--- src/rtl/sub12_seq_ctrl.sv ---
// Multi-cycle subtract sequencer: M - S - Bin through one shared 4-bit slice, LSB nibble first.
// Latency NIB+1 edges from acceptance to rsp_valid; DONE holds until rsp_ready, no request accepted meanwhile.
module sub12_seq_ctrl #(
    parameter  int NIB = 3,
    localparam int W   = 4 * NIB
) (
    input  logic         clk,
    input  logic         rst_n,
    input  logic         req_valid,
    output logic         req_ready,
    input  logic [W-1:0] op_m,
    input  logic [W-1:0] op_s,
    input  logic         op_bin,
    input  logic         op_cmp,
    output logic [3:0]   slc_m,
    output logic [3:0]   slc_s,
    output logic         slc_bin,
    input  logic [3:0]   slc_d,
    output logic         rsp_valid,
    input  logic         rsp_ready,
    output logic [W-1:0] diff,
    output logic         borrow,
    output logic         zero,
    output logic         ovf
);

    localparam int IDXW = (NIB > 1) ? $clog2(NIB) : 1;
    localparam logic [IDXW-1:0] LAST_IDX = IDXW'(NIB - 1);

    typedef enum logic [1:0] {
        S_IDLE = 2'd0,
        S_RUN  = 2'd1,
        S_DONE = 2'd2
    } state_t;

    state_t          state_q, state_d;
    logic [W-1:0]    m_q, m_d;
    logic [W-1:0]    s_q, s_d;
    logic            bin_q, bin_d;
    logic            cmp_q, cmp_d;
    logic [IDXW-1:0] idx_q, idx_d;
    logic            brw_q, brw_d;
    logic [W-1:0]    res_q, res_d;

    logic [3:0]      nib_m;
    logic [3:0]      nib_s;
    logic            nib_bin;
    logic            nib_bout;

    // Current nibble operands; only meaningful while sequencing.
    always_comb begin
        nib_m    = m_q[{idx_q, 2'b00} +: 4];
        nib_s    = s_q[{idx_q, 2'b00} +: 4];
        nib_bin  = (idx_q == '0) ? bin_q : brw_q;
        // The slice has no borrow-out, so the chain is rebuilt here at 5-bit width.
        nib_bout = ({1'b0, nib_m} < ({1'b0, nib_s} + {4'b0000, nib_bin}));
    end

    always_comb begin
        state_d   = state_q;
        m_d       = m_q;
        s_d       = s_q;
        bin_d     = bin_q;
        cmp_d     = cmp_q;
        idx_d     = idx_q;
        brw_d     = brw_q;
        res_d     = res_q;
        req_ready = 1'b0;
        rsp_valid = 1'b0;
        slc_m     = 4'h0;
        slc_s     = 4'h0;
        slc_bin   = 1'b0;
        diff      = '0;
        borrow    = 1'b0;
        zero      = 1'b0;
        ovf       = 1'b0;

        case (state_q)
            S_IDLE: begin
                req_ready = 1'b1;
                if (req_valid) begin
                    m_d     = op_m;
                    s_d     = op_s;
                    bin_d   = op_bin;
                    cmp_d   = op_cmp;
                    idx_d   = '0;
                    brw_d   = 1'b0;
                    res_d   = '0;
                    state_d = S_RUN;
                end
            end
            S_RUN: begin
                slc_m   = nib_m;
                slc_s   = nib_s;
                slc_bin = nib_bin;
                res_d[{idx_q, 2'b00} +: 4] = slc_d;
                brw_d   = nib_bout;
                if (idx_q == LAST_IDX) begin
                    state_d = S_DONE;
                end else begin
                    idx_d = idx_q + IDXW'(1);
                end
            end
            S_DONE: begin
                rsp_valid = 1'b1;
                diff      = cmp_q ? '0 : res_q;
                borrow    = brw_q;
                zero      = (res_q == '0);
                ovf       = (m_q[W-1] ^ s_q[W-1]) & (m_q[W-1] ^ res_q[W-1]);
                if (rsp_ready) begin
                    state_d = S_IDLE;
                end
            end
            default: begin
                state_d = S_IDLE;
            end
        endcase
    end

    always_ff @(posedge clk or negedge rst_n) begin
        if (!rst_n) begin
            state_q <= S_IDLE;
            m_q     <= '0;
            s_q     <= '0;
            bin_q   <= 1'b0;
            cmp_q   <= 1'b0;
            idx_q   <= '0;
            brw_q   <= 1'b0;
            res_q   <= '0;
        end else begin
            state_q <= state_d;
            m_q     <= m_d;
            s_q     <= s_d;
            bin_q   <= bin_d;
            cmp_q   <= cmp_d;
            idx_q   <= idx_d;
            brw_q   <= brw_d;
            res_q   <= res_d;
        end
    end

endmodule

--- config.mk ---
export PLATFORM = sky130hd
export DESIGN_NAME = sub12_seq_ctrl
export DESIGN_NICKNAME = d
export VERILOG_FILES = /design/src/rtl/sub12_seq_ctrl.sv
export SDC_FILE = /design/constraint.sdc
export NUM_CORES = 1
export LEC_CHECK = 0
export ABC_AREA = 1
export CORE_UTILIZATION = 30
export CTS_BUF_LIST = sky130_fd_sc_hd__clkbuf_16
export DETAILED_ROUTE_END_ITERATION = 8
export PLACE_DENSITY = 0.61
export SYNTH_ARGS = -nofsm -noshare
export SYNTH_HDL_FRONTEND = slang
export SYNTH_SLANG_ARGS = --single-unit
export TNS_END_PERCENT = 5
--- constraint.sdc ---
create_clock -name clk -period 4 [get_ports clk]
set_input_delay 0.6 -clock clk [delete_from_list [all_inputs] [get_ports clk]]
set_output_delay 0.6 -clock clk [all_outputs]
set_load 0.01 [all_outputs]
**After elaboration in Yosys (flattened, before gate mapping)**

Index checks and enable logic that the tools add are counted.

- Flip-flop bits (word level): 43
- Input bits: 34
- Output and inout bits: 26
- Word-level logic and storage cells: 57

- Add/subtract/negate cells: 3
- Magnitude comparators: 1
- Equality and inequality tests: 7
- Shifts and indexed selects: 4
- Mux-type cells: 23
- Bitwise logic cells: 3
- Reduce and logical (&&, ||, !) cells: 8

Operators by type and width:

| cell | count |
|---|---|
| 12-bit two-way mux | 3 |
| 12-bit case mux with 2 select lines | 1 |
| 12-bit by 5-bit variable part select with 4-bit output | 2 |
| 12-bit bitwise mux | 1 |
| 12-bit logical NOT | 1 |
| 4-bit by 6-bit variable shift with 12-bit output (first input constant) | 1 |
| 4-bit by 6-bit variable part select with 12-bit output | 1 |
| 2-bit two-way mux | 5 |
| 1-bit two-way mux | 8 |
| 4-bit two-way mux | 2 |
| 2-bit != test (second input constant) | 4 |
| 4-bit negation with 6-bit output | 1 |
| 2-bit case mux with 3 select lines | 1 |
| 3-bit AND reduction | 2 |
| 4-bit by 1-bit adder with 5-bit output | 1 |
| 4-bit by 5-bit less-than comparator with 1-bit output | 1 |
| 2-bit equality test (second input constant) | 2 |
| 2-bit logical NOT | 2 |
| 2-bit case mux with 2 select lines | 1 |
| 2-bit AND reduction | 2 |
| 2-bit by 1-bit adder with 2-bit output (second input constant) | 1 |
| 2-bit by 1-bit equality test with 1-bit output (second input constant) | 1 |
| 1-bit case mux with 2 select lines | 1 |
| 2-bit nonzero test | 1 |
| other kinds (2) | 3 |

**Longest topological paths before layout**

- Word-level depth: 5
- Mapped depth: 17

**Least setup slack after synthesis**

Ideal clock, no wire load.

- Path kind: flip-flop to flip-flop
- Start point: reg idx_q[0]
- End point: reg brw_q
- Arrival: 2.064 ns
- Data required time: 3.883 ns
- Setup slack: 1.818 ns
- Cell stages (with the launch flop): 18
- Clock period less this slack: 2.182 ns
- Cell sequence: dfrtp_1 inv_2 buf_6 ha_1 inv_1 nand2_1 nand2_1 ha_1 ha_1 xnor2_1 ha_1 nand2_1 inv_1 nand2_1 nand2_1 nand2_1 nand2_1 nand2_1

- Longest elaborated chain between the ends: 5
- Elaborated cells between the ends (all ways): 7

RTL lines:

| item | RTL line | source |
|---|---|---|
| start: declaration | 41 | `logic [IDXW-1:0] idx_q, idx_d;` |
| start signal: assignment | 136 | `idx_q <= idx_d;` |
| branches (longest 3 deep; another with 4-bit by 1-bit adder with 5-bit output) | n/a |  |
| 4-bit by 5-bit less-than comparator with 1-bit output (*) | 56 | `nib_bout = ({1'b0, nib_m} < ({1'b0, nib_s} + {4'b0000, nib_bin}));` |
| 1-bit case mux with 2 select lines (*) | 78 | `case (state_q)` |
| end signal: assignment | 137 | `brw_q <= brw_d;` |
| end: declaration | 42 | `logic brw_q, brw_d;` |

Every way passes the cells marked *.
A chain may end at the register's enable or synchronous reset.

**Worst setup path in the final report**

- Start point: reg idx_q[0]
- End point: out slc_bin

- Longest elaborated chain between the ends: 3

RTL lines:

| item | RTL line | source |
|---|---|---|
| 2-bit logical NOT | 54 | `nib_bin = (idx_q == '0) ? bin_q : brw_q;` |
| 1-bit two-way mux | 54 |  |
| 1-bit two-way mux | 78 |  |
| end: declaration | 17 | `output logic slc_bin,` |

No other way between the ends.

==> run summary <==
The flow ran to the end, and the final reports show no timing, DRC or antenna violations. Worst min-delay path category: in -> async. The total track usage was 14.9%. CTS placed an instance of sky130_fd_sc_hd__clkbuf_16 at the clock tree root. The HPWL reported at the end of detailed placement is 4080 um.

The via count of the first global-routing pass is 1853, and the placer congestion estimate is 0.786. The run gives 2 as the number of levels the H-tree was split into. The required arrival time at the worst endpoint was 3400 ps. The run gives 357 as the net count reported at finish.

The total congestion overflow was 0. The floorplan step set the die width to 89.4 um. After detailed placement, the design holds a cell count of 407. The number of buffers and inverters on the critical path is 3.

For the static leakage power, the log shows 1.38 nW. The routed design has 5320 um of wire. The run gives 5 as the total CTS buffers. The first global-routing pass estimated 8790 um of wire.

The top flip-flop cell by instance count after synthesis was sky130_fd_sc_hd__dfrtp_1. The run gives 7990 sq um as the die area. The number of distinct standard cells referenced by the synthesized netlist is 32, and the reported max-cap violation count is 0. Setup repair after global routing left no endpoint under its margin.

0 antenna diodes ended up in the layout. The tools report the initial antenna violation count as 0. After routing, the total negative slack on setup checks comes to 0 ps. The tools report the gate count of the mapped netlist as 257.

The critical path goes through inv_2 -> ha_1 -> inv_1 -> nand2_1 -> a21oi_1 -> clkdlybuf4s50_1. The wire length per cell after detailed routing was 12.8 um. The logs give 4 for the first-pass iteration count of the detailed router and 3060 sq um for the final design area excluding fillers. The largest fanout of any net on the critical path works out to 13. Across the VDD grid, the largest voltage drop is 0.337 mV. The tools report the register area as 1080 sq um. Setup violations remaining at the end of the flow were counted as 0. Static timing analysis puts the maximum clock frequency at 338 MHz.

The worst hold slack after final layout was 472 ps. In this run the core area contains 31 standard-cell rows. The final standard cell count with taps included and fillers excluded is 415. Of the available clock period, the critical path in the final layout requires 73.9%. Power spread over the standard cell area amounts to 736 nW/um^2.

The post-synthesis register bit count works out to 43. The largest individual stage delay along the critical path comes from the cell sky130_fd_sc_hd__dfrtp_1. After filler insertion, the fill cell instance count of the layout stands at 753.

The worst setup path is launched from a flip-flop. The clock passes through at most 2 buffers. For the final database, setup skew stands at 4.58 ps. Clock latency on the worst-skew pair, taken at its later pin, is 280 ps.

The type of the worst setup path is reg -> out. The run gives 2920 sq um as the placed instance area. Post-synthesis to final-layout area growth: 33.6%. On the worst path, the slowest cell contributes a delay of 630 ps. The slew at the pin closest to its max-slew limit was 979 ps; the number of buffer cells added on primary ports was 59.

The tools report the post-CTS resize count as 0. Vertical die dimension: 89.4 um. The logs give 299 for the post-synthesis net count and 60 for the number of I/O pins. In the routed design, unresolved DRC markers number 0. The post-synthesis instance area is 2290 sq um. After synthesis, the share of flip-flops with an asynchronous set or reset is 100%. In this run, post-CTS hold repair placed 0 buffers. The share of the Yosys chip area taken by registers is 47.0%. Entering global routing, the biggest net connects 44 pins. After detailed routing, the number of vias per cell comes to 4.63. The core area is 7330 sq um, and the count of buffers added by post-CTS timing repair for setup is 0. Each instance of the synthesized netlist takes up on average 8.91 sq um.

The run gives 0 as the number of pins with negative max-slew slack in the final report. During synthesis, Yosys emitted a total of 0 warnings. The synthesized design contains 0 enable-type register cells. The tools report the utilization of the core after routing as 41.7%. In this run, the number of DRC markers left after iteration 0 of detailed routing was 115. Measured against its own limit, the worst slew margin works out to 34.7%.

The final route contains 1923 vias. TritonCTS built the clock tree. Once detail routing completed, the nets flagged for antenna violations numbered 0. Once the floorplan was initialized, standard cells occupied 31.2% of the core. CTS saw 43 sinks.

The number of hold violations in the final report was 0; the final critical path time including I/O delays and setup was 2960 ps. Summing all multi-input logic gate instances after layout gives 993 sq um. For the worst setup path, the data arrival time is 2360 ps.

The clock transition time at the flip-flop clock pins of the worst setup and hold paths is 60 ps. The critical path endpoint category was an output port. Kind of cell adding the most delay to the critical path: buffers and inverters.

The share of post-route cells with drive strength above 1 works out to 9.18%.
[flip-flops by register name, summed over array words and instances, names as in the netlist]
| signal | flops |
|---|---|
| bin_q | 1 |
| s_q | 12 |
| idx_q | 2 |
| res_q | 12 |
| m_q | 12 |
| brw_q | 1 |
| cmp_q | 1 |
| state_q | 2 |
[placed cells by master, fill, tap and decap left out, types with 10 or more instances in the layout]
master	n
sky130_fd_sc_hd__clkdlybuf4s50_1	58
sky130_fd_sc_hd__dfrtp_1	43
sky130_fd_sc_hd__nand2_1	38
sky130_fd_sc_hd__nor2_1	33
sky130_fd_sc_hd__inv_1	31
sky130_fd_sc_hd__a21oi_1	20
sky130_fd_sc_hd__mux2_1	12
sky130_fd_sc_hd__o21ai_0	10
sky130_fd_sc_hd__nand3_1	10
[logic make-up (layout without fill, tap and decap cells)]
kind of cell / count (synthesis) / count (layout) / share of synthesized area, %
and+or+nand+nor: 99 / 99 / 19.8
buffers and inverters: 46 / 105 / 9.62
AOI/OAI and AO/OA: 43 / 43 / 10.5
DFF: 43 / 43 / 47.0
muxes: 16 / 16 / 7.87
adders and majority gates: 8 / 8 / 4.37
xor gates and xnor gates: 2 / 2 / 0.765
[worst paths after layout]
check                          from      end  slack (ps)  depth (start not counted)
min in group clk             m_q[6]   m_q[6]         490                          1
max in group asynchronous     rst_n   s_q[7]        2910                          1
hold reg to reg              m_q[6]   m_q[6]         490                          1
hold / removal                rst_n  m_q[11]         470                          1
setup / recovery           idx_q[0]  slc_bin        1040                          6
setup reg to reg           idx_q[0]    brw_q        1360                         16
[per-stage QoR]
| step | setup slack (ps) | total power [mW] |
|---|---|---|
| finish | 1040 | 2.25 |
| CTS | 1000 | 2.28 |
| global route | 753 | 2.47 |
| detailed placement | 1300 | 1.89 |
| floorplan | 1820 | 1.53 |
| global placement | 1370 | 1.86 |
[routing by layer]
metal | track usage, % | wire [um] | vias to the layer above
met1 | 19.0 | 2470 | 912
met4 | 5.34 | 81 | 0
met5 | 0 | 0 | -
met2 | 24.4 | 2500 | 50
met3 | 3.69 | 261 | 7
li1 | - | - | 954
[layout make-up]
cell class                 count  share of cell area (%)
tap                           99                    4.05
multi-input combinational    168                    32.5
clock buffer                   5                    4.09
timing repair buffer          59                    19.1
inverter                      38                    4.66
sequential                    43                    35.2
clock inverter                 3                   0.368
[synth_stat cells (2+ instances only)]
master                    number  area share, %
sky130_fd_sc_hd__mux2_1       12            5.9
sky130_fd_sc_hd__inv_1        30            4.9
sky130_fd_sc_hd__nand4_1       5            1.4
sky130_fd_sc_hd__a21oi_1      20            4.4
sky130_fd_sc_hd__ha_1          8            4.4
sky130_fd_sc_hd__mux2_2        4            2.0
sky130_fd_sc_hd__o21ai_2       2           0.77
sky130_fd_sc_hd__nand3_1      10            2.2
sky130_fd_sc_hd__o21ai_0      10            2.2
sky130_fd_sc_hd__o22ai_1       8            2.2
sky130_fd_sc_hd__nand2_1      38            6.2
sky130_fd_sc_hd__buf_2         2           0.44
sky130_fd_sc_hd__dfrtp_1      43             47
sky130_fd_sc_hd__inv_2         8            1.3
sky130_fd_sc_hd__nor2_4        3            1.5
sky130_fd_sc_hd__nor2_1       33            5.4
sky130_fd_sc_hd__buf_6         6            3.0
[where the power goes]
group	internal [mW]	switching (mW)	total (mW)
combinational	0.508	0.661	1.17
sequential	0.607	0.0929	0.700
clock	0.225	0.156	0.381
Note: power is estimated with default switching activity, not from simulation.
